[src/rtl/wb_pkg.sv]
// Shared encodings for the write-back stage: result-source select and load funct3 codes.
package wb_pkg;

    typedef enum logic [1:0] {
        RES_ALU  = 2'b00,
        RES_LOAD = 2'b01,
        RES_PC4  = 2'b10,
        RES_RSVD = 2'b11
    } result_src_e;

    localparam logic [2:0] F3_LB  = 3'b000;
    localparam logic [2:0] F3_LH  = 3'b001;
    localparam logic [2:0] F3_LW  = 3'b010;
    localparam logic [2:0] F3_LBU = 3'b100;
    localparam logic [2:0] F3_LHU = 3'b101;

endpackage

[src/rtl/writeback_pipe_if.sv]
// M-stage inputs and W-stage outputs of the write-back pipe, bundled as one interface.
interface writeback_pipe_if #(
    parameter int D_WIDTH   = 32,
    parameter int A_WIDTH   = 5,
    parameter int CNT_WIDTH = 32
);
    logic                 ValidM;
    logic                 RegWriteM;
    logic [1:0]           ResultSrcM;
    logic [2:0]           Funct3M;
    logic [A_WIDTH-1:0]   RdM;
    logic [D_WIDTH-1:0]   ALUResultM;
    logic [D_WIDTH-1:0]   ReadDataM;
    logic [D_WIDTH-1:0]   PCPlus4M;

    logic                 RegWriteW;
    logic [A_WIDTH-1:0]   RdW;
    logic [D_WIDTH-1:0]   ResultW;
    logic                 ValidW;
    logic [CNT_WIDTH-1:0] RetireCount;

    modport master (
        output ValidM, RegWriteM, ResultSrcM, Funct3M, RdM, ALUResultM, ReadDataM, PCPlus4M,
        input  RegWriteW, RdW, ResultW, ValidW, RetireCount
    );

    modport slave (
        input  ValidM, RegWriteM, ResultSrcM, Funct3M, RdM, ALUResultM, ReadDataM, PCPlus4M,
        output RegWriteW, RdW, ResultW, ValidW, RetireCount
    );
endinterface

[src/rtl/load_extend.sv]
// Load-data extraction: picks byte/half/word from the aligned memory word and extends to D_WIDTH.
module load_extend
    import wb_pkg::*;
#(
    parameter int D_WIDTH = 32
) (
    input  logic [D_WIDTH-1:0] word,
    input  logic [1:0]         offset,
    input  logic [2:0]         funct3,
    output logic [D_WIDTH-1:0] data
);
    logic [7:0]  byte_sel;
    logic [15:0] half_sel;

    always_comb begin
        byte_sel = word[7:0];
        case (offset)
            2'd0: byte_sel = word[7:0];
            2'd1: byte_sel = word[15:8];
            2'd2: byte_sel = word[23:16];
            2'd3: byte_sel = word[31:24];
            default: byte_sel = word[7:0];
        endcase
        // offset[0] is deliberately ignored for halfwords
        half_sel = offset[1] ? word[31:16] : word[15:0];
    end

    always_comb begin
        data = word;
        case (funct3)
            F3_LB:   data = {{(D_WIDTH-8){byte_sel[7]}}, byte_sel};
            F3_LBU:  data = {{(D_WIDTH-8){1'b0}}, byte_sel};
            F3_LH:   data = {{(D_WIDTH-16){half_sel[15]}}, half_sel};
            F3_LHU:  data = {{(D_WIDTH-16){1'b0}}, half_sel};
            default: data = word;
        endcase
    end
endmodule

[src/rtl/writeback_pipe.sv]
// W-stage pipeline register with stall/flush, result selection and a retired-instruction counter.
module writeback_pipe
    import wb_pkg::*;
#(
    parameter int D_WIDTH   = 32,
    parameter int A_WIDTH   = 5,
    parameter int CNT_WIDTH = 32
) (
    input  logic             clk,
    input  logic             rst,
    input  logic             en_i,
    input  logic             flush_i,
    writeback_pipe_if.slave  bus
);
    logic                 valid_q;
    logic                 regwrite_q;
    logic [A_WIDTH-1:0]   rd_q;
    result_src_e          src_q;
    logic [2:0]           f3_q;
    logic [D_WIDTH-1:0]   alu_q;
    logic [D_WIDTH-1:0]   rdata_q;
    logic [D_WIDTH-1:0]   pc4_q;
    logic [CNT_WIDTH-1:0] cnt_q;
    logic [CNT_WIDTH-1:0] cnt_d;
    logic [D_WIDTH-1:0]   load_data;
    logic [D_WIDTH-1:0]   result_d;

    // The outgoing W instruction retires whenever the stage advances, even if a flush follows it.
    assign cnt_d = (valid_q && en_i) ? cnt_q + CNT_WIDTH'(1) : cnt_q;

    always_ff @(posedge clk) begin
        if (rst) begin
            valid_q    <= 1'b0;
            regwrite_q <= 1'b0;
            rd_q       <= '0;
            src_q      <= RES_ALU;
            f3_q       <= '0;
            alu_q      <= '0;
            rdata_q    <= '0;
            pc4_q      <= '0;
            cnt_q      <= '0;
        end else begin
            cnt_q <= cnt_d;
            if (flush_i) begin
                valid_q    <= 1'b0;
                regwrite_q <= 1'b0;
                rd_q       <= '0;
                src_q      <= RES_ALU;
                f3_q       <= '0;
                alu_q      <= '0;
                rdata_q    <= '0;
                pc4_q      <= '0;
            end else if (en_i) begin
                valid_q    <= bus.ValidM;
                regwrite_q <= bus.RegWriteM;
                rd_q       <= bus.RdM;
                src_q      <= result_src_e'(bus.ResultSrcM);
                f3_q       <= bus.Funct3M;
                alu_q      <= bus.ALUResultM;
                rdata_q    <= bus.ReadDataM;
                pc4_q      <= bus.PCPlus4M;
            end
        end
    end

    load_extend #(.D_WIDTH(D_WIDTH)) u_load_extend (
        .word   (rdata_q),
        .offset (alu_q[1:0]),
        .funct3 (f3_q),
        .data   (load_data)
    );

    always_comb begin
        result_d = '0;
        case (src_q)
            RES_ALU:  result_d = alu_q;
            RES_LOAD: result_d = load_data;
            RES_PC4:  result_d = pc4_q;
            default:  result_d = '0;
        endcase
    end

    assign bus.ValidW      = valid_q;
    assign bus.RdW         = rd_q;
    assign bus.RegWriteW   = regwrite_q && valid_q && (rd_q != '0);
    assign bus.ResultW     = result_d;
    assign bus.RetireCount = cnt_q;
endmodule

[src/flat_wrapper.sv]
// flat-port wrapper written by rule: the top's interface ports become plain ports
module writeback_pipe_flat import wb_pkg::*;
#(
    parameter int D_WIDTH   = 32,
    parameter int A_WIDTH   = 5,
    parameter int CNT_WIDTH = 32
)
  (clk, rst, en_i, flush_i, bus_ValidM, bus_RegWriteM, bus_ResultSrcM, bus_Funct3M, bus_RdM, bus_ALUResultM, bus_ReadDataM, bus_PCPlus4M, bus_RegWriteW, bus_RdW, bus_ResultW, bus_ValidW, bus_RetireCount);
  writeback_pipe_if #(.D_WIDTH(D_WIDTH), .A_WIDTH(A_WIDTH), .CNT_WIDTH(CNT_WIDTH)) bus_i ();
  input  logic clk;
  input  logic rst;
  input  logic en_i;
  input  logic flush_i;
  input wire logic [$bits(bus_i.ValidM)-1:0] bus_ValidM;
  input wire logic [$bits(bus_i.RegWriteM)-1:0] bus_RegWriteM;
  input wire logic [$bits(bus_i.ResultSrcM)-1:0] bus_ResultSrcM;
  input wire logic [$bits(bus_i.Funct3M)-1:0] bus_Funct3M;
  input wire logic [$bits(bus_i.RdM)-1:0] bus_RdM;
  input wire logic [$bits(bus_i.ALUResultM)-1:0] bus_ALUResultM;
  input wire logic [$bits(bus_i.ReadDataM)-1:0] bus_ReadDataM;
  input wire logic [$bits(bus_i.PCPlus4M)-1:0] bus_PCPlus4M;
  output wire logic [$bits(bus_i.RegWriteW)-1:0] bus_RegWriteW;
  output wire logic [$bits(bus_i.RdW)-1:0] bus_RdW;
  output wire logic [$bits(bus_i.ResultW)-1:0] bus_ResultW;
  output wire logic [$bits(bus_i.ValidW)-1:0] bus_ValidW;
  output wire logic [$bits(bus_i.RetireCount)-1:0] bus_RetireCount;
  assign bus_i.ValidM = bus_ValidM;
  assign bus_i.RegWriteM = bus_RegWriteM;
  assign bus_i.ResultSrcM = bus_ResultSrcM;
  assign bus_i.Funct3M = bus_Funct3M;
  assign bus_i.RdM = bus_RdM;
  assign bus_i.ALUResultM = bus_ALUResultM;
  assign bus_i.ReadDataM = bus_ReadDataM;
  assign bus_i.PCPlus4M = bus_PCPlus4M;
  assign bus_RegWriteW = bus_i.RegWriteW;
  assign bus_RdW = bus_i.RdW;
  assign bus_ResultW = bus_i.ResultW;
  assign bus_ValidW = bus_i.ValidW;
  assign bus_RetireCount = bus_i.RetireCount;
  writeback_pipe #(.D_WIDTH(D_WIDTH), .A_WIDTH(A_WIDTH), .CNT_WIDTH(CNT_WIDTH)) u_core (.clk(clk), .rst(rst), .en_i(en_i), .flush_i(flush_i), .bus(bus_i));
endmodule
[config.mk]
export PLATFORM = sky130hd
export DESIGN_NAME = writeback_pipe_flat
export DESIGN_NICKNAME = d
export VERILOG_FILES = /design/src/rtl/wb_pkg.sv /design/src/rtl/writeback_pipe_if.sv /design/src/rtl/load_extend.sv /design/src/rtl/writeback_pipe.sv /design/src/flat_wrapper.sv
export SDC_FILE = /design/constraint.sdc
export NUM_CORES = 1
export LEC_CHECK = 0
export BUFFER_PORTS_ARGS = -buffer_cell sky130_fd_sc_hd__buf_2
export CORE_UTILIZATION = 30
export CTS_CLUSTER_DIAMETER = 100
export DETAILED_ROUTE_END_ITERATION = 12
export HOLD_SLACK_MARGIN = 0.05
export PLACE_DENSITY = 0.49
export SYNTH_ARGS = -nofsm -noshare
export SYNTH_HDL_FRONTEND = slang
export SYNTH_SLANG_ARGS = --single-unit
[constraint.sdc]
create_clock -name clk -period 4.85 [get_ports clk]
set_input_delay 0.97 -clock clk [delete_from_list [all_inputs] [get_ports clk]]
set_output_delay 0.97 -clock clk [all_outputs]
set_load 0.005 [all_outputs]
== Yosys cells after proc, flatten, opt, wreduce, memory -nomap -nowiden ==
Cells that the tools add are included.

* Multiplexer cells: 4
* Add/subtract/negate cells: 1
* Reduce and logical (&&, ||, !) cells: 8
* Equal/unequal tests: 8

{| class="wikitable"
|+ Operator list
! kind !! number
|-
| one-hot mux 32 bit (4 select lines) || 1
|-
| one-hot mux 32 bit (3 select lines) || 1
|-
| adder 32 x 1 -> 32 bit, second input constant || 1
|-
| one-hot mux 8 bit (4 select lines) || 1
|-
| two-way mux 16 bit || 1
|-
| == test 2 bit, second input constant || 3
|-
| == test 3 bit, second input constant || 2
|-
| nonzero test 5 bit || 1
|-
| == test 2 x 1 -> 1 bit, second input constant || 2
|-
| logical NOT 2 bit || 2
|-
| == test 3 x 1 -> 1 bit, second input constant || 1
|-
| logical AND 1 bit || 3
|-
| logical NOT 3 bit || 1
|-
| OR reduction 2 bit || 1
|}

* Output and inout bits: 71
* Input port bits: 112
* Bits in registers: 140

== Depth between registers and ports, before layout ==
* Depth after elaboration: 4
* Depth in mapped cells: 8
* Mapped depth without buffers: 6

== Cells and area by module ==
Synthesis repeated with hierarchy kept, for this count alone.

* Cells, all modules: 751
* Area, all modules: 6596.3 µm²

{| class="wikitable"
|+ Modules (own cells, without submodules)
! module !! seq. area each (µm²) !! cells an instance !! instances !! area an instance (µm²)
|-
| writeback_pipe || 2802.7 || 640 || 1 || 5928.2
|-
| load_extend || 0.0 || 111 || 1 || 668.1
|}

== Least setup slack after synthesis ==
OpenSTA, ideal clock, no wires.

* Kind: reg2out
* From: register u_core.alu_q[0]
* To: output port bus_ResultW[16]
* Setup slack: 2.154 ns
* Stages on the path, launching flop included: 8
* Arrival: 1.726 ns
* Cell sequence: dfxtp_1 mux4_2 and2_1 a21oi_1 or4_1 clkbuf_1 buf_2 o211ai_1

* Longest elaborated chain between the ends: 4

{| class="wikitable"
|+ RTL lines
! what !! RTL line !! text
|-
| start, declared || writeback_pipe.sv:20 || <nowiki>logic [D_WIDTH-1:0] alu_q;</nowiki>
|-
| start signal, assigned || writeback_pipe.sv:59 || <nowiki>alu_q <= bus.ALUResultM;</nowiki>
|-
| == test 2 bit (tied with other cells) || load_extend.sv:17 || <nowiki>case (offset)</nowiki>
|-
| one-hot mux 8 bit (4 select lines) * || load_extend.sv:17 ||
|-
| one-hot mux 32 bit (4 select lines) * || load_extend.sv:30 || <nowiki>case (funct3)</nowiki>
|-
| one-hot mux 32 bit (3 select lines) * || writeback_pipe.sv:75 || <nowiki>case (src_q)</nowiki>
|-
| end, declared || flat_wrapper.sv:24 || <nowiki>output wire logic [$bits(bus_i.ResultW)-1:0] bus_ResultW;</nowiki>
|}

Mark *: on every way between the ends. The rest lies on a longest branch, timed or not.

== Worst setup path in the final report ==
* From: register u_core.alu_q[1]
* To: output port bus_ResultW[31]

* Longest elaborated chain between the ends: 4

{| class="wikitable"
|+ RTL lines
! what !! RTL line
|-
| == test 2 bit (tied with other cells) || load_extend.sv:17
|-
| one-hot mux 8 bit (4 select lines) || load_extend.sv:17
|-
| one-hot mux 32 bit (4 select lines) * || load_extend.sv:30
|-
| one-hot mux 32 bit (3 select lines) * || writeback_pipe.sv:75
|}

Marks and branches as above.

==> out/qor.yml <==
timing:
  worst_pin_slew_ns: 1.12
  finalSetupTns_ns: 0
  grt_setup_unrepaired: "false"
  clock-skew-final_ns: 0.0108
  fmax_mhz: 265
  relSlewSlack_pct: 25.3
  setup_viol: 0
  fin_ws_ns: 1.08
  fin_crit_sh_pct: 77.7
  hold_viol_final: 0
  drv_slew: 0
  min_period_ns: 3.77
logic_synthesis:
  synth-edff-count: 0
  yosys-top-cells-count: "nor2_1 (143), dfxtp_1 (140), mux2i_1 (126)"
  synth_nets: 811
  yosysSeqAreaShare_pct: 43.9
  postSynthCellCount: 698
  synth_top_area_share_pct: 43.9
  synth.most_common_cell: "nor2_1"
  synth_top_flop_cell: "dfxtp_1"
  ys_warn_count: 0
  synth_top_area_cell: "dfxtp_1"
  syn_area_per_cell_um2: 9.14
  synthDistinctLibCells: 44
  synth_area_leaders: "dfxtp_1 (44%), mux2i_1 (20%), nor2_1 (8.4%)"
  syn_area_um2: 6380
  ys_ff_latch: 140
  async_reset_ff_share_pct: 0
global_routing:
  overflow: 0
  grtUsageTotal_pct: 17.4
  grt_max_degree: 88
  grt_pass1_wl_um: 29100
  antenna_found_initial: 4
  grt_pass1_vias: 5205
power_and_ir_drop:
  p_comb_share_pct: 8.3
  p_sw_share_pct: 23.3
  leakagePower_uw: 0.00356
  p_sw_uw: 637
  p_seq_share_pct: 44.2
  power-per-cell-area_nw_per_um2: 340
  clockPowerShare_pct: 47.6
  irDropWorstVdd_mv: 0.227
  power_uw: 2730
  p_int_uw: 2100
clock_tree:
  cts_setup_buffers: 0
  cts.sinks: 140
  htree_levels: 4
  cts_tree: "done"
  clk_pin_slew_ns: 0.06
  cts_hold_buf: 0
  cts_made_buffers: 17
  root_buffer: "clkbuf_16"
  cts_resized: 0
  clk_latency_ns: 0.42
  clk_path_buf_depth: 2
run_status:
  status: "completed"
placed_design:
  pre_cts_slack_ns: 1.55
  port_buffers: 182
  place_congestion: 0.830
  dp_hpwl_um: 13900
final_layout:
  nNetsFinal: 964
  area_delta_synth_final_pct: 26.1
  n_fill_cell: 2191
  drive_gt1_share_pct: 26.7
drt:
  num_vias: 5411
  wirelength_um: 19200
  vias_per_cell: 4.77
  drt_iter0_markers: 201
  wl_per_cell_um: 16.9
  ant_nets: 0
  drc: 0
  firstDrtPassIters: 4
floorplanning:
  io_pins: 183
  std_cell_rows: 52
  core_area_um2: 20600
  die_x_um: 148
  die_height_um: 148
  dieArea_um2: 21800
  initial_core_util_pct: 31.0
worst_hold_path:
  hp-class: "reg -> reg"
critical_path:
  cp-start-kind: "flop"
  critPathKind: "reg -> out"
  cp.arrival_ns: 2.80
  cp-end-kind: "output port"
  required_ns: 3.88
  worstPathMaxFanout: 16
run:
  cap_violations: 0
-- power groups by stage --
stage / Combinational [µW] / Clock (µW) / Sequential [µW]
after global placement: 228 / 0 / 1230
after global routing: 250 / 1380 / 1210
after detailed placement: 228 / 0 / 1230
after CTS: 229 / 1340 / 1210
final: 226 / 1300 / 1210
after floorplan: 145 / 0 / 1220
-- worst max-delay path, stage by stage (launching register included) --
cell and delay (ns):
dfxtp_1 0.69, mux4_2 0.40, and2_1 0.19, a21oi_1 0.10, or4_1 0.54, o221ai_1 0.27, buf_2 0.20
-- area by class of cell --
class	instances	area [µm²]	share of cell area, %
multi-input combinational	499	3340	41.5
antenna	2	5.00	0.0622
sequential	140	2800	34.9
timing repair buffer	187	955	11.9
inverter	6	22.5	0.280
tap	270	338	4.20
clock inverter	11	146	1.82
clock buffer	20	437	5.43
-- stage by stage --
stage	hold slack (ns)	instance area, µm²	util (%)	std cells
2_1_floorplan	0.452	6380	-	698
3_3_place_gp	0.468	7460	36.3	1102
3_5_place_dp	0.474	7460	36.3	1102
4_1_cts	0.485	8040	39.1	1133
5_1_grt	0.517	8040	39.1	1134
6_report	0.484	8040	39.1	1135
-- cells in the final DEF (no fill, tap or decap), types with 5 or more instances in the layout --
cell type / Yosys / final
a211oi_1: 6 / 6
a21oi_1: 24 / 24
and4_1: 5 / 5
buf_2: 1 / 181
buf_4: 1 / 5
clkbuf_16: 0 / 17
dfxtp_1: 140 / 139
inv_1: 6 / 6
mux2_2: 6 / 6
mux2i_1: 126 / 126
nand2_1: 32 / 32
nand3_1: 9 / 9
nand4_1: 9 / 9
nor2_1: 143 / 143
nor2b_1: 20 / 20
nor3_1: 5 / 5
o211ai_1: 15 / 15
o21ai_0: 16 / 16
o22ai_1: 10 / 10
o32ai_1: 11 / 11
xnor2_1: 10 / 10
xor2_1: 16 / 16
-- worst paths after layout --
check	start	end	slack [ns]	cells past startpoint
min reg2reg	u_core.bus.RetireCount[31]	u_core.bus.RetireCount[31]	0.48	2
min	u_core.bus.RetireCount[31]	u_core.bus.RetireCount[31]	0.48	2
max reg2reg	u_core.bus.ValidW	u_core.bus.RetireCount[31]	2.65	5
max	u_core.alu_q[1]	bus_ResultW[31]	1.08	6
-- flip-flops by register name (all words and copies together), names as in the netlist --
register / cells
u_core.src_q: 2
u_core.bus.RetireCount: 32
u_core.alu_q: 32
u_core.rdata_q: 32
u_core.f3_q: 3
u_core.regwrite_q: 1
u_core.bus.RdW: 5
u_core.pc4_q: 32
u_core.bus.ValidW: 1
-- per-layer routing --
metal	global-route usage [%]	wire length, µm	vias to the layer above	part of all wire (%)
li1	-	-	2742	-
met1	21.9	8720	2502	46
met2	27.0	8610	140	45
met3	7.07	1440	25	7.5
met4	5.77	374	2	2.0
met5	0	8	-	0.042
-- cell families (layout without fill, tap and decap cells) --
group / after synthesis / in the layout / share of synthesized area, %
other: 0 / 2 / 0
flip-flops: 140 / 140 / 43.9
AO/OA/AOI/OAI: 89 / 89 / 9.02
AND/OR/NAND/NOR: 250 / 250 / 18.3
XOR/XNOR: 26 / 26 / 3.57
multiplexers: 133 / 133 / 21.2
buffers and inverters: 59 / 224 / 3.79
adder cells (fa/ha/maj): 1 / 1 / 0.196
No activity file was read; power rests on OpenSTA's default activity.
